$ cat config.mk
export PLATFORM = sky130hd
export DESIGN_NAME = bram_arbiter_2m
export DESIGN_NICKNAME = d
export VERILOG_FILES = /design/src/rtl/bram_arb_pkg.sv /design/src/rtl/rr_pick2.sv /design/src/rtl/bram_arbiter_2m.sv
export SDC_FILE = /design/constraint.sdc
export NUM_CORES = 1
export LEC_CHECK = 0
export BUFFER_PORTS_ARGS = -buffer_cell sky130_fd_sc_hd__buf_2
export CAP_MARGIN = 20
export CELL_PAD_IN_SITES_DETAIL_PLACEMENT = 1
export CELL_PAD_IN_SITES_GLOBAL_PLACEMENT = 2
export CORE_MARGIN = 10
export CORE_UTILIZATION = 23
export CTS_CLUSTER_SIZE = 25
export DETAILED_ROUTE_END_ITERATION = 7
export PLACE_DENSITY = 0.86
export SYNTH_ARGS = -nofsm -noshare
export SYNTH_HDL_FRONTEND = slang
export SYNTH_HIERARCHICAL = 1
export SYNTH_SLANG_ARGS = --single-unit
$ cat constraint.sdc
create_clock -name clk -period 1.7 [get_ports clk]
set_clock_uncertainty 0.1 [all_clocks]
set_input_delay 0.34 -clock clk [delete_from_list [all_inputs] [get_ports clk]]
set_output_delay 0.34 -clock clk [all_outputs]
set_load 0.01 [all_outputs]
$ cat src/rtl/bram_arb_pkg.sv
// Shared types and defaults for the two-master BRAM arbiter.
package bram_arb_pkg;

  typedef enum logic [1:0] {
    IDLE = 2'd0,
    REQ  = 2'd1,
    RESP = 2'd2
  } state_t;

  localparam logic [31:0] ERR_RDATA_DEF = 32'hDEAD_BEEF;

endpackage

$ cat src/rtl/rr_pick2.sv
// Two-way round-robin winner select: a lone requester wins, a tie goes to the
// master that was not served last.
module rr_pick2 (
  input  logic [1:0] req,
  input  logic       last_grant,
  output logic       any,
  output logic       winner
);

  always_comb begin
    any = |req;
    if (&req) winner = ~last_grant;
    else      winner = req[1];
  end

endmodule

$ cat src/rtl/bram_arbiter_2m.sv
// Shares one valid-ready BRAM slave between two masters, one access in flight,
// registered slave side, watchdog that completes hung accesses with an error.
//   state | meaning
//   IDLE  | no access; pick a winner from the pending requests
//   REQ   | s_valid held, waiting for s_ready or watchdog expiry
//   RESP  | ready pulse visible to the winner; no new grant
module bram_arbiter_2m
  import bram_arb_pkg::*;
#(
  parameter int          ADDR_W    = 32,
  parameter int          TIMEOUT   = 255,
  parameter logic [31:0] ERR_RDATA = ERR_RDATA_DEF
) (
  input  logic              clk,
  input  logic              rst_n,
  input  logic              m0_valid,
  output logic              m0_ready,
  input  logic [ADDR_W-1:0] m0_addr,
  input  logic [31:0]       m0_wdata,
  input  logic [3:0]        m0_wstrb,
  output logic [31:0]       m0_rdata,
  output logic              m0_err,
  input  logic              m1_valid,
  output logic              m1_ready,
  input  logic [ADDR_W-1:0] m1_addr,
  input  logic [31:0]       m1_wdata,
  input  logic [3:0]        m1_wstrb,
  output logic [31:0]       m1_rdata,
  output logic              m1_err,
  output logic              s_valid,
  input  logic              s_ready,
  output logic [ADDR_W-1:0] s_addr,
  output logic [31:0]       s_wdata,
  output logic [3:0]        s_wstrb,
  input  logic [31:0]       s_rdata
);

  localparam int CNT_W = (TIMEOUT > 0) ? $clog2(TIMEOUT + 1) : 1;

  state_t            state, state_nx;
  logic              last_grant, last_grant_nx;
  logic              grant, grant_nx;
  logic [CNT_W-1:0]  wd_cnt, wd_cnt_nx;
  logic              s_valid_nx;
  logic [ADDR_W-1:0] s_addr_nx;
  logic [31:0]       s_wdata_nx;
  logic [3:0]        s_wstrb_nx;
  logic              m0_ready_nx, m1_ready_nx, m0_err_nx, m1_err_nx;
  logic [31:0]       m0_rdata_nx, m1_rdata_nx;
  logic [31:0]       rsp_data;
  logic              rsp_err;
  logic              pick_any, pick_win;
  logic              wd_fire;

  rr_pick2 u_pick (
    .req        ({m1_valid, m0_valid}),
    .last_grant (last_grant),
    .any        (pick_any),
    .winner     (pick_win)
  );

  assign wd_fire = (TIMEOUT != 0) && (wd_cnt == CNT_W'(TIMEOUT));

  always_comb begin
    state_nx      = state;
    last_grant_nx = last_grant;
    grant_nx      = grant;
    wd_cnt_nx     = wd_cnt;
    s_valid_nx    = s_valid;
    s_addr_nx     = s_addr;
    s_wdata_nx    = s_wdata;
    s_wstrb_nx    = s_wstrb;
    m0_ready_nx   = 1'b0;
    m1_ready_nx   = 1'b0;
    m0_rdata_nx   = '0;
    m1_rdata_nx   = '0;
    m0_err_nx     = 1'b0;
    m1_err_nx     = 1'b0;
    rsp_data      = s_ready ? s_rdata : ERR_RDATA;
    rsp_err       = ~s_ready;
    case (state)
      IDLE: begin
        if (pick_any) begin
          grant_nx   = pick_win;
          s_valid_nx = 1'b1;
          s_addr_nx  = pick_win ? m1_addr  : m0_addr;
          s_wdata_nx = pick_win ? m1_wdata : m0_wdata;
          s_wstrb_nx = pick_win ? m1_wstrb : m0_wstrb;
          wd_cnt_nx  = '0;
          state_nx   = REQ;
        end
      end
      REQ: begin
        if (wd_cnt != '1) wd_cnt_nx = wd_cnt + CNT_W'(1);
        // A real s_ready wins over a watchdog expiry in the same cycle.
        if (s_ready || wd_fire) begin
          if (grant) begin
            m1_ready_nx = 1'b1;
            m1_rdata_nx = rsp_data;
            m1_err_nx   = rsp_err;
          end else begin
            m0_ready_nx = 1'b1;
            m0_rdata_nx = rsp_data;
            m0_err_nx   = rsp_err;
          end
          s_valid_nx    = 1'b0;
          last_grant_nx = grant;
          state_nx      = RESP;
        end
      end
      RESP:    state_nx = IDLE;
      default: state_nx = IDLE;
    endcase
  end

  always_ff @(posedge clk) begin
    if (!rst_n) begin
      state      <= IDLE;
      last_grant <= 1'b1;
      grant      <= 1'b0;
      wd_cnt     <= '0;
      s_valid    <= 1'b0;
      s_addr     <= '0;
      s_wdata    <= '0;
      s_wstrb    <= '0;
      m0_ready   <= 1'b0;
      m1_ready   <= 1'b0;
      m0_rdata   <= '0;
      m1_rdata   <= '0;
      m0_err     <= 1'b0;
      m1_err     <= 1'b0;
    end else begin
      state      <= state_nx;
      last_grant <= last_grant_nx;
      grant      <= grant_nx;
      wd_cnt     <= wd_cnt_nx;
      s_valid    <= s_valid_nx;
      s_addr     <= s_addr_nx;
      s_wdata    <= s_wdata_nx;
      s_wstrb    <= s_wstrb_nx;
      m0_ready   <= m0_ready_nx;
      m1_ready   <= m1_ready_nx;
      m0_rdata   <= m0_rdata_nx;
      m1_rdata   <= m1_rdata_nx;
      m0_err     <= m0_err_nx;
      m1_err     <= m1_err_nx;
    end
  end

endmodule

==> flow_summary.yaml <==
logic_synthesis:
  ys.flop_type: "dfxtp_1"
  synth_edf_count: 0
  avgSynthCellArea_sq_um: 10.3
  synth_seq_cells: 149
  yosys_warnings: 6
  yosysSeqAreaShare: 0.509
  synth.distinct_cells: 43
  async_flop_share: 0
  synth_nets: 743
  syn_inst: 569
  synthesis.area_sq_um: 5860
clocking:
  root_buffer: "clkbuf_16"
  clk_pin_slew_ns: 0.07
  insertion_delay_ns: 0.41
  cts.sinks: 149
  ctsHoldBuffers: 0
  numCtsBuffers: 17
  cts_tree: "yes"
  h-tree-depth: 4
  ctsLongestPathBuffers: 2
final_layout:
  final_cell_mix: "309 x buf_2, 149 x dfxtp_1, 99 x nand2_1, 73 x mux2i_1, 68 x o211a_1"
  fillers: 2996
  layout-drive-gt1-share: 0.455
  final_nets: 1074
  synthToLayoutAreaGrowth_pct: 48.8
  regArea_sq_um: 2980
  multiInputGateArea_sq_um: 2620
  antenna_cells: 0
  final_common_cell: "buf_2"
job:
  cap_viol_max_count: 0
setup_path:
  ff2ff_path_depth: 7
  cp-end-kind: "flop"
  cp.arrival_ns: 1.82
  reg2reg_from: "last_grant$_SDFFE_PN1P_"
  path_cells: "a21boi_4 -> buf_12 -> clkbuf_16 -> buf_4 -> mux2i_1 -> nand2_1 -> o211a_1"
  crit_path_start_kind: "flop"
  critPathKind: "reg -> reg"
  worstSetupStartpoint: "last_grant$_SDFFE_PN1P_"
  cpPeakStageDelay_ns: 0.35
  slowest_stage: "dfxtp_1"
  cp_data_required_time_ns: 1.90
  crit_fanout: 12
global_route:
  grt_max_degree: 57
  overflow: 0
  grt_pass1_vias: 6048
  grt_usage: 0.129
  antenna_found_initial: 0
  grt_pass1_wl_mm: 33.8
place:
  gp_congestion: 0.744
  dp_hpwl_mm: 17.1
  portBuffers: 309
  post-place-ws_ns: -0.0602
power:
  switching_share: 0.284
  switching_power_uw: 2650
  cellPowerDensity_nw_per_um2: 1070
  max-vdd-ir-drop_uv: 514
  sequentialPowerShare: 0.416
  comb_power_share: 0.183
  p_clk_frac: 0.402
  leakage_uw: 0.00480
  p_int_uw: 6680
  p_total_uw: 9330
drt:
  num_vias: 5520
  dr.pass1.iters: 5
  viasPerCell: 4.44
  drt-total-wl_mm: 22.1
  antenna_left: 0
  drt_iter0_drc: 182
  routedWlPerCell_um: 17.8
  drcViolationCount: 0
floorplan:
  die_area_sq_um: 32300
  fp.dieW_um: 180
  start_util: 0.233
  core_area_sq_um: 25100
  ioPinCount: 310
  die_h_um: 180
  rows: 58
hold_path:
  hp-class: "in -> reg"
  worstHoldStart: "s_rdata[17]"
  whs_path_depth: 2
sta:
  final.period_utilization: 0.954
  hold_violations: 0
  tightest_slew_ns: 0.368
  layout_setup_ws_ns: 0.0783
  slew_viol_final: 0
  max_clock_freq_ghz: 0.617
  slew_headroom: 0.755
  period_needed_ns: 1.62
  setup_viol: 0
  fin_setup_tns_ns: 0
  holdWs_ns: 0.0705
run_status:
  outcome: "finished, final reports clean"
## repair_timing
item / in CTS / in global routing
resized for setup: 0 / 4
buffers inserted: 0 / 3
setup endpoints to repair: 0 / 35
## flip-flops by register name, indices dropped and copies added, names as in the netlist
register	count
wd_cnt	8
s_valid	1
s_addr	32
m1_err	1
last_grant	1
m0_ready	1
state	2
grant	1
m0_err	1
s_wdata	32
m1_rdata	32
s_wstrb	4
m0_rdata	32
m1_ready	1
## layout make-up
| cell class | instances | area share |
|---|---|---|
| clock buffers | 18 | 0.0504 |
| clock inverters | 14 | 0.0161 |
| inverters | 2 | 0.000861 |
| multi-input cells | 365 | 0.300 |
| flip-flops and latches | 149 | 0.342 |
| well taps | 330 | 0.0474 |
| repair buffers | 365 | 0.243 |
## worst paths after layout
check,end,slack [ns]
setup / recovery,s_wdata[13]$_SDFFE_PN0P_,0.08
setup reg to reg,s_wdata[13]$_SDFFE_PN0P_,0.08
hold / removal,m1_rdata[17]$_SDFF_PN0_,0.07
hold reg to reg,s_wdata[27]$_SDFFE_PN0P_,0.40
## critical path: cells and delay by family (launching register included)
kind	cells	cell delay, ns
compound gates	2	0.29
buf+inv	3	0.48
flops	1	0.35
mux	1	0.22
simple gates	1	0.08
## metrics by stage
step | cells | cell area (sq um) | util
after CTS | 1238 | 8620 | 0.343
after global placement | 1206 | 8040 | 0.320
after detailed placement | 1206 | 8040 | 0.320
after global routing | 1243 | 8720 | 0.347
after floorplan | 569 | 5860 | -
final | 1243 | 8720 | 0.347
## cell usage after synthesis (3+ instances only)
library cell	count	area (sq um)
dfxtp_1	149	2980
buf_6	4	45.0
mux2i_1	73	731
nand3_1	8	40.0
a21oi_1	42	210
clkbuf_1	14	52.6
nand2b_1	4	25.0
nor3_1	3	15.0
and3_1	20	125
o211a_1	68	681
a21oi_2	10	87.6
nor2_1	4	15.0
a211oi_1	5	37.5
nand3b_1	3	22.5
nand2_1	99	372
buf_4	4	30.0
buf_2	29	145
## logic make-up after synthesis
family / after synthesis / synth area share
buffers and inverters: 55 / 0.0493
multiplexers: 73 / 0.125
AO/OA/AOI/OAI: 136 / 0.188
AND/OR/NAND/NOR: 155 / 0.127
flip-flops: 149 / 0.509
adder cells (fa/ha/maj): 1 / 0.00213
## power groups by stage
stage / sequential [uW] / clock (uW) / combinational (uW)
after floorplan: 4050 / 0 / 749
after global placement: 3940 / 0 / 1660
after detailed placement: 3950 / 0 / 1700
after CTS: 3880 / 3900 / 1700
after global routing: 3910 / 4050 / 1890
final: 3880 / 3750 / 1710
## routing by layer
metal	track usage	wire length [um]	vias up
li1	-	-	2686
met1	0.150	9530	2617
met2	0.219	10800	210
met3	0.0482	1640	7
met4	0.0308	133	0
met5	0	0	-
Power figures use the tool's default switching activity.
